[src/rtl/line_feeder_pkg.sv]
// line_feeder_pkg
//   Shared types and defaults for the projection line feeder.
//   - lf_state_e    : feeder FSM states
//   - LF_*          : default sample width, line length and flush length
//   - cnt_width()   : bits needed to hold 0..max_cnt (never below 1)
package line_feeder_pkg;

  typedef enum logic [1:0] {
    IDLE  = 2'd0,
    CLR   = 2'd1,
    FEED  = 2'd2,
    FLUSH = 2'd3
  } lf_state_e;

  localparam int unsigned LF_DATA_LEN  = 12;
  localparam int unsigned LF_LINE_SIZE = 256;
  // Flush length is tap spacing times number of taps.
  localparam int unsigned LF_FLUSH_LEN = 240;

  // A zero flush length would give a zero-width counter; keep one bit.
  function automatic int unsigned cnt_width(input int unsigned max_cnt);
    return (max_cnt == 0) ? 1 : $clog2(max_cnt + 1);
  endfunction

endpackage

[src/rtl/line_feeder_if.sv]
// line_feeder_if
//   Handshake and line-buffer bus of the feeder.
//   master: drives start/hold/in_valid/in_data, observes the rest.
//   slave : the feeder itself.
//   DW    : sample width.
interface line_feeder_if #(
  parameter int unsigned DW = 12
);
  logic          start;
  logic          hold;
  logic          in_valid;
  logic [DW-1:0] in_data;
  logic          in_ready;
  logic          lb_clear;
  logic          lb_enable;
  logic [DW-1:0] lb_shift_in;
  logic          busy;
  logic          done;

  modport master (
    output start, hold, in_valid, in_data,
    input  in_ready, lb_clear, lb_enable, lb_shift_in, busy, done
  );

  modport slave (
    input  start, hold, in_valid, in_data,
    output in_ready, lb_clear, lb_enable, lb_shift_in, busy, done
  );
endinterface

[src/rtl/line_feeder_counter.sv]
// feeder_counter
//   Up-counter with synchronous clear and enable, saturating at MAX.
//   clk, rst : clock, synchronous active-high reset
//   clr      : zero the count (wins over en)
//   en       : count one event
//   last     : count is MAX-1, i.e. the next enabled event is the MAX-th
module feeder_counter #(
  parameter int unsigned MAX = 8,
  parameter int unsigned W   = 4
) (
  input  logic clk,
  input  logic rst,
  input  logic clr,
  input  logic en,
  output logic last
);
  localparam logic [W-1:0] LAST_V = W'((MAX > 0) ? MAX - 1 : 0);
  localparam logic [W-1:0] MAX_V  = W'(MAX);

  logic [W-1:0] cnt_d, cnt_q;

  always_comb begin
    cnt_d = cnt_q;
    if (clr)                        cnt_d = '0;
    else if (en && cnt_q != MAX_V)  cnt_d = cnt_q + 1'b1;
  end

  always_ff @(posedge clk) begin
    if (rst) cnt_q <= '0;
    else     cnt_q <= cnt_d;
  end

  // MAX==0 never has a last event; the FSM bypasses that counter.
  assign last = (MAX > 0) && (cnt_q == LAST_V);
endmodule

[src/rtl/line_feeder.sv]
// line_feeder
//   Streams one filtered projection line into a shift-register line buffer,
//   then pushes pFlushLength zeros so the taps drain.
//   Ports:
//     clk          : clock, rising edge
//     clear        : synchronous active-high reset, overrides everything
//     bus (slave)  : start/hold/in_valid/in_data in; in_ready (comb),
//                    lb_clear/lb_enable/lb_shift_in/busy/done (registered)
//     underrun_cnt : FEED cycles starved of input, saturating
//                    (only with LINE_FEEDER_UNDERRUN_CNT_EN defined)
//   Config macro: LINE_FEEDER_UNDERRUN_CNT_EN
module line_feeder
  import line_feeder_pkg::*;
#(
  parameter int unsigned pDataLength  = LF_DATA_LEN,
  parameter int unsigned pLineSize    = LF_LINE_SIZE,
  parameter int unsigned pFlushLength = LF_FLUSH_LEN
) (
  input  logic        clk,
  input  logic        clear,
  line_feeder_if.slave bus
`ifdef LINE_FEEDER_UNDERRUN_CNT_EN
  ,
  output logic [15:0] underrun_cnt
`endif
);
  localparam int unsigned SW = cnt_width(pLineSize);
  localparam int unsigned FW = cnt_width(pFlushLength);

  lf_state_e              state_d, state_q;
  logic                   lb_clear_d, lb_clear_q;
  logic                   lb_enable_d, lb_enable_q;
  logic [pDataLength-1:0] lb_shift_in_d, lb_shift_in_q;
  logic                   busy_d, busy_q;
  logic                   done_d, done_q;

  logic in_ready, accept, flush_shift, line_start;
  logic sample_last, flush_last;

  assign in_ready    = (state_q == FEED) && !bus.hold;
  assign accept      = bus.in_valid && in_ready;
  assign flush_shift = (state_q == FLUSH) && !bus.hold;
  assign line_start  = (state_q == IDLE) && bus.start;

  feeder_counter #(.MAX(pLineSize), .W(SW)) u_sample_cnt (
    .clk (clk), .rst (clear), .clr (line_start), .en (accept), .last (sample_last)
  );

  feeder_counter #(.MAX(pFlushLength), .W(FW)) u_flush_cnt (
    .clk (clk), .rst (clear), .clr (line_start), .en (flush_shift), .last (flush_last)
  );

  always_comb begin
    state_d = state_q;
    done_d  = 1'b0;
    case (state_q)
      IDLE: if (bus.start) state_d = CLR;
      CLR:  state_d = FEED;
      FEED: if (accept && sample_last) begin
        // No flush configured: the last sample closes the line.
        if (pFlushLength == 0) begin
          state_d = IDLE;
          done_d  = 1'b1;
        end else begin
          state_d = FLUSH;
        end
      end
      FLUSH: if (flush_shift && flush_last) begin
        state_d = IDLE;
        done_d  = 1'b1;
      end
      default: state_d = IDLE;
    endcase
    lb_clear_d    = line_start;
    lb_enable_d   = accept || flush_shift;
    lb_shift_in_d = accept ? bus.in_data : '0;
    busy_d        = (state_d != IDLE);
  end

  always_ff @(posedge clk) begin
    if (clear) begin
      state_q       <= IDLE;
      lb_clear_q    <= 1'b0;
      lb_enable_q   <= 1'b0;
      lb_shift_in_q <= '0;
      busy_q        <= 1'b0;
      done_q        <= 1'b0;
    end else begin
      state_q       <= state_d;
      lb_clear_q    <= lb_clear_d;
      lb_enable_q   <= lb_enable_d;
      lb_shift_in_q <= lb_shift_in_d;
      busy_q        <= busy_d;
      done_q        <= done_d;
    end
  end

  assign bus.in_ready    = in_ready;
  assign bus.lb_clear    = lb_clear_q;
  assign bus.lb_enable   = lb_enable_q;
  assign bus.lb_shift_in = lb_shift_in_q;
  assign bus.busy        = busy_q;
  assign bus.done        = done_q;

`ifdef LINE_FEEDER_UNDERRUN_CNT_EN
  logic [15:0] underrun_d, underrun_q;

  always_comb begin
    underrun_d = underrun_q;
    if (line_start)
      underrun_d = '0;
    else if ((state_q == FEED) && !bus.hold && !bus.in_valid && (underrun_q != 16'hFFFF))
      underrun_d = underrun_q + 16'd1;
  end

  always_ff @(posedge clk) begin
    if (clear) underrun_q <= '0;
    else       underrun_q <= underrun_d;
  end

  assign underrun_cnt = underrun_q;
`endif
endmodule

[src/flat_wrapper.sv]
// flat-port wrapper written by rule: the top's interface ports become plain ports
module line_feeder_flat import line_feeder_pkg::*;
#(
  parameter int unsigned pDataLength  = LF_DATA_LEN,
  parameter int unsigned pLineSize    = LF_LINE_SIZE,
  parameter int unsigned pFlushLength = LF_FLUSH_LEN
)
  (clk, clear, bus_start, bus_hold, bus_in_valid, bus_in_data, bus_in_ready, bus_lb_clear, bus_lb_enable, bus_lb_shift_in, bus_busy, bus_done);
  line_feeder_if #(.DW((12))) bus_i ();
  input  logic clk;
  input  logic clear;
  input wire logic [$bits(bus_i.start)-1:0] bus_start;
  input wire logic [$bits(bus_i.hold)-1:0] bus_hold;
  input wire logic [$bits(bus_i.in_valid)-1:0] bus_in_valid;
  input wire logic [$bits(bus_i.in_data)-1:0] bus_in_data;
  output wire logic [$bits(bus_i.in_ready)-1:0] bus_in_ready;
  output wire logic [$bits(bus_i.lb_clear)-1:0] bus_lb_clear;
  output wire logic [$bits(bus_i.lb_enable)-1:0] bus_lb_enable;
  output wire logic [$bits(bus_i.lb_shift_in)-1:0] bus_lb_shift_in;
  output wire logic [$bits(bus_i.busy)-1:0] bus_busy;
  output wire logic [$bits(bus_i.done)-1:0] bus_done;
  assign bus_i.start = bus_start;
  assign bus_i.hold = bus_hold;
  assign bus_i.in_valid = bus_in_valid;
  assign bus_i.in_data = bus_in_data;
  assign bus_in_ready = bus_i.in_ready;
  assign bus_lb_clear = bus_i.lb_clear;
  assign bus_lb_enable = bus_i.lb_enable;
  assign bus_lb_shift_in = bus_i.lb_shift_in;
  assign bus_busy = bus_i.busy;
  assign bus_done = bus_i.done;
  line_feeder #(.pDataLength(pDataLength), .pLineSize(pLineSize), .pFlushLength(pFlushLength)) u_core (.clk(clk), .clear(clear), .bus(bus_i));
endmodule
[config.mk]
export PLATFORM = sky130hd
export DESIGN_NAME = line_feeder_flat
export DESIGN_NICKNAME = d
export VERILOG_FILES = /design/src/rtl/line_feeder_pkg.sv /design/src/rtl/line_feeder_if.sv /design/src/rtl/line_feeder_counter.sv /design/src/rtl/line_feeder.sv /design/src/flat_wrapper.sv
export SDC_FILE = /design/constraint.sdc
export NUM_CORES = 1
export LEC_CHECK = 0
export ABC_AREA = 0
export CAP_MARGIN = 10
export CORE_ASPECT_RATIO = 0.8
export CORE_MARGIN = 5
export CORE_UTILIZATION = 41
export DETAILED_ROUTE_END_ITERATION = 10
export GPL_TIMING_DRIVEN = 0
export PLACE_DENSITY = 0.64
export SYNTH_ARGS = -nofsm -noshare
export SYNTH_HDL_FRONTEND = slang
export SYNTH_SLANG_ARGS = --single-unit
[constraint.sdc]
create_clock -name clk -period 1.9 [get_ports clk]
set_input_delay 0.285 -clock clk [delete_from_list [all_inputs] [get_ports clk]]
set_output_delay 0.285 -clock clk [all_outputs]
set_load 0.01 [all_outputs]
Word level (Yosys, flattened, before mapping)
Index checks and enable logic that the tools add are counted.

word-level totals
  register bits after elaboration = 35
  output and inout port bits = 17
  bits of input ports = 17
  word-level logic and storage cells = 39

cells by class
  reductions and logical operators = 15
  bitwise logic cells = 2
  $add $sub $neg = 2
  equality and inequality tests = 7
  mux-type cells = 5

operator list
  operator               number
  $add A9 B1 Y9 const B  1
  $eq A9 B8 Y1 const B   1
  $ne A9 B9 Y1 const B   1
  $add A8 B1 Y8 const B  1
  $eq A8 B8 Y1 const B   1
  $logic_and A1 B1 Y1    8
  $ne A8 B8 Y1 const B   1
  $pmux W2 S4            1
  $mux W2                3
  $reduce_or A2 Y1       3
  $eq A2 B2 Y1 const B   2
  $eq A2 B1 Y1 const B   1
  $logic_not A2 Y1       1
  $not A1 Y1             2
  $reduce_bool A2 Y1     1
  $logic_not A1 Y1       1
  $logic_or A1 B1 Y1     1
  $mux W1                1

Longest topological paths before layout
  word-level depth = 7
  depth in mapped cells = 7
  gate-level depth less buffers = 7

Hierarchy
From an unflattened synthesis, not the netlist that was laid out.

unflattened totals
  cells, all modules = 153
  area, all modules = 1433.9 sq um

modules (own cells, without submodules)
  module                                instances  cells each  sequential area each (sq um)  area an instance (sq um)
  line_feeder                           1          52          360.3                         563.0
  feeder_counter (u_core.u_sample_cnt)  1          53          180.2                         460.4
  feeder_counter (u_core.u_flush_cnt)   1          48          160.2                         410.4

Worst setup path before layout
OpenSTA, ideal clock, no wires.

  path type = register to register
  from = register u_core.u_sample_cnt.cnt_q[2]
  to = register u_core.u_sample_cnt.cnt_q[1]
  required time = 1772 ps
  period minus slack after synthesis = 1564 ps
  buffers on the path = 0
  arrival = 1437 ps
  setup slack = 336 ps
  cell stages (with the launch flop) = 5
  setup time = 128 ps
  path through = dfxtp_1 > or4_4 > o41a_4 > mux2i_1 > nor2_1

between the ends
  cells in the longest elaborated chain, start to end = 2

RTL lines
  what                    RTL line                   text
  from (decl)             line_feeder_counter.sv:20  logic [W-1:0] cnt_d, cnt_q;
  from (signal assigned)  line_feeder_counter.sv:30  else cnt_q <= cnt_d;
  $ne A9 B9 Y1            line_feeder_counter.sv:25  else if (en && cnt_q != MAX_V) cnt_d = cnt_q + 1'b1;
  $logic_and A1 B1 Y1     line_feeder_counter.sv:25

Every way passes these cells.
A chain may end at the register's enable or synchronous reset.

Final worst setup path
Same ends and word-level chain as after synthesis.

==> impl_metrics.env <==
export IMPL_dieHeight_um=62.9
export IMPL_critPathArrivalTime_ns=1.81
export IMPL_die_x_um=76.1
export IMPL_critical_path_required_ns=2.07
export IMPL_clk_pin_slew_ns=0.07
export IMPL_yosys_warnings=0
export IMPL_post_route_period_util_pct=86.4
export IMPL_powerDensity_mw_per_mm2=800
export IMPL_ios=34
export IMPL_rsz0062_at_grt="false"
export IMPL_die_area_mm2=0.00479
export IMPL_crit_path_start="u_core.u_sample_cnt.cnt_q[2]"
export IMPL_holdPathStages=2
export IMPL_syn_to_final_growth_pct=34.6
export IMPL_hold_class="in -> reg"
export IMPL_cts_sinks=35
export IMPL_drt_iter0_markers=32
export IMPL_p_leak_nw=0.717
export IMPL_num_vias=1148
export IMPL_antenna_found_initial=0
export IMPL_reg2reg_from="u_core.u_sample_cnt.cnt_q[2]"
export IMPL_ys_types=38
export IMPL_rrSetupSlack_ns=0.26
export IMPL_remaining_drc_errors=0
export IMPL_cp_max_fo=7
export IMPL_pre_cts_ws_ns=-0.0804
export IMPL_final_nets=213
export IMPL_place_gp_congestion=0.848
export IMPL_start_kind="flop"
export IMPL_syn_area_per_cell_um2=9.43
export IMPL_synth_ff_type="dfxtp_1"
export IMPL_h_tree_depth=2
export IMPL_synth_seq_cells=35
export IMPL_yosysSeqAreaShare_pct=48.9
export IMPL_cap_violations=0
export IMPL_drv_slew=0
export IMPL_synth_edff_count=0
export IMPL_worstSetupPathType="reg -> reg"
export IMPL_maxSlewHeadroom_pct=73.9
export IMPL_placement_rows=19
export IMPL_hp_start="clear"
export IMPL_ant_nets=0
export IMPL_cp_end_kind="flop"
export IMPL_tightest_slew_ns=0.390
export IMPL_ir_worst_vdd_uv=616
export IMPL_syn_area_mm2=0.00143
export IMPL_cts_buffers=5
export IMPL_synth_async_sr_flop_share_pct=0
export IMPL_final_common_cell="dfxtp_1"
export IMPL_clock_skew_ns=0.00614
export IMPL_syn_instance_count=152
export IMPL_routed_wl_mm=3.06
export IMPL_clock_path_buffers=2
export IMPL_cts_root_buf="clkbuf_8"
export IMPL_mostFrequentLayoutCells="34 x dfxtp_1, 31 x clkdlybuf4s50_1, 22 x nor2_1"
export IMPL_grt_pass1_wl_mm=5.42
export IMPL_r2r_end="u_core.u_sample_cnt.cnt_q[1]"
export IMPL_cts_tree="yes"
export IMPL_max_freq_mhz=609
export IMPL_dr_pass1_iters=4
export IMPL_status="completed"
export IMPL_setup_viol=0
export IMPL_start_util_pct=42.2
export IMPL_gr_total_overflow=0
export IMPL_setup_slack_ns=0.258
export IMPL_vias_per_cell=4.91
export IMPL_synth_fp_nets=174
export IMPL_hold_path_end="u_core.bus.lb_clear"
export IMPL_fin_crit_ns=1.64
export IMPL_routedWlPerCell_um=13.1
export IMPL_hpwlAfterDp_mm=2.32
export IMPL_reg2reg_depth=4
export IMPL_grt_use_total_pct=14.1
export IMPL_core_region_area_mm2=0.00340
export IMPL_finalPower_mw=1.54
export IMPL_grt_pass1_vias=1145
export IMPL_clock_latency_ns=0.29
export IMPL_place_port_buffers=32
export IMPL_hold_viol=0
export IMPL_diodes=0
export IMPL_drive_gt1_share_pct=9.90
export IMPL_grt_max_degree=12
## power by group
part / internal, mW / switching [mW]
clock network: 0.424 / 0.265
logic: 0.0571 / 0.0419
registers: 0.745 / 0.00994
total: 1.23 / 0.317
## synthesized netlist by cell type (all sizes together), types with 2 or more instances
| cell type | instances | area, um^2 |
|---|---|---|
| clkbuf | 3 | 11.3 |
| and4b | 2 | 20.0 |
| xor2 | 4 | 35.0 |
| and3 | 2 | 13.8 |
| nand3b | 3 | 22.5 |
| mux2i | 2 | 20.0 |
| a21oi | 5 | 25.0 |
| xnor2 | 7 | 61.3 |
| nand3 | 3 | 15.0 |
| ha | 5 | 62.6 |
| nor4 | 2 | 12.5 |
| and2 | 14 | 87.6 |
| nand2 | 11 | 41.3 |
| nor2 | 22 | 82.6 |
| nand4 | 2 | 12.5 |
| dfxtp | 35 | 701 |
| inv | 8 | 30.0 |
| buf | 2 | 10.0 |
| nor3 | 3 | 15.0 |
## metrics by stage
step	utilization, %	TNS, ns	cells	area [um^2]	hold slack (ns)
2_1_floorplan	-	0	152	1430	0.407
3_3_place_gp	53.1	-0.178	226	1810	0.490
3_5_place_dp	53.1	-1.06	226	1810	0.499
4_1_cts	56.6	0	234	1930	0.358
5_1_grt	56.8	0	234	1930	0.425
6_report	56.8	0	234	1930	0.361
## area by class of cell
type | instances | area [um^2]
Buffer | 5 | 22.5
Clock buffer | 6 | 82.6
Sequential cell | 35 | 702
Tap cell | 42 | 52.6
Clock inverter | 2 | 35.0
Fill cell | 313 | 1470
Multi-Input combinational cell | 104 | 682
Inverter | 8 | 30.0
Timing Repair Buffer | 32 | 323
## flip-flops by register name (all words and copies together), names as in the netlist
register / cells
u_core.bus.lb_clear: 1
u_core.u_sample_cnt.cnt_q: 9
u_core.u_flush_cnt.cnt_q: 8
u_core.bus.done: 1
u_core.bus.busy: 1
u_core.state_q: 2
u_core.bus.lb_enable: 1
u_core.bus.lb_shift_in: 12
## critical path, stage by stage, from the launching register on
cell,delay [ns]
dfxtp_1,0.35
or4_4,0.56
o41a_4,0.40
mux2i_1,0.16
nor2_1,0.05
## how the worst max path moves through the flow
stage                     slack (ns)                      endpoint
after global placement         -0.02   u_core.u_flush_cnt.cnt_q[1]
after global routing             0.1   u_core.u_flush_cnt.cnt_q[6]
after CTS                       0.03                  bus_in_ready
after detailed placement       -0.08  u_core.u_sample_cnt.cnt_q[7]
after floorplan                 0.34  u_core.u_sample_cnt.cnt_q[1]
final                           0.26  u_core.u_sample_cnt.cnt_q[1]
## logic make-up after synthesis
family	Yosys count	synth area share [%]
and+or+nand+nor	74	28.5
AOI/OAI and AO/OA	12	6.54
adders and majority gates	5	4.36
xor gates and xnor gates	11	6.72
buffers and inverters	13	3.58
muxes	2	1.40
DFF	35	48.9
## per-layer routing
metal | global-route usage (%) | up-vias | wire length (um)
met4 | 6.55 | 0 | 53
met5 | 0 | - | 0
met1 | 17.3 | 531 | 1450
met2 | 22.4 | 23 | 1410
met3 | 4.47 | 7 | 147
li1 | - | 587 | -
## what timing repair did
item	4_1_cts	5_1_grt
cloned	0	0
buffers inserted	0	0
hold endpoints to repair	0	0
endpoints found under the setup margin	1	11
gates resized for setup	1	3
hold buffers	0	0
No activity file was read; power rests on OpenSTA's default activity.
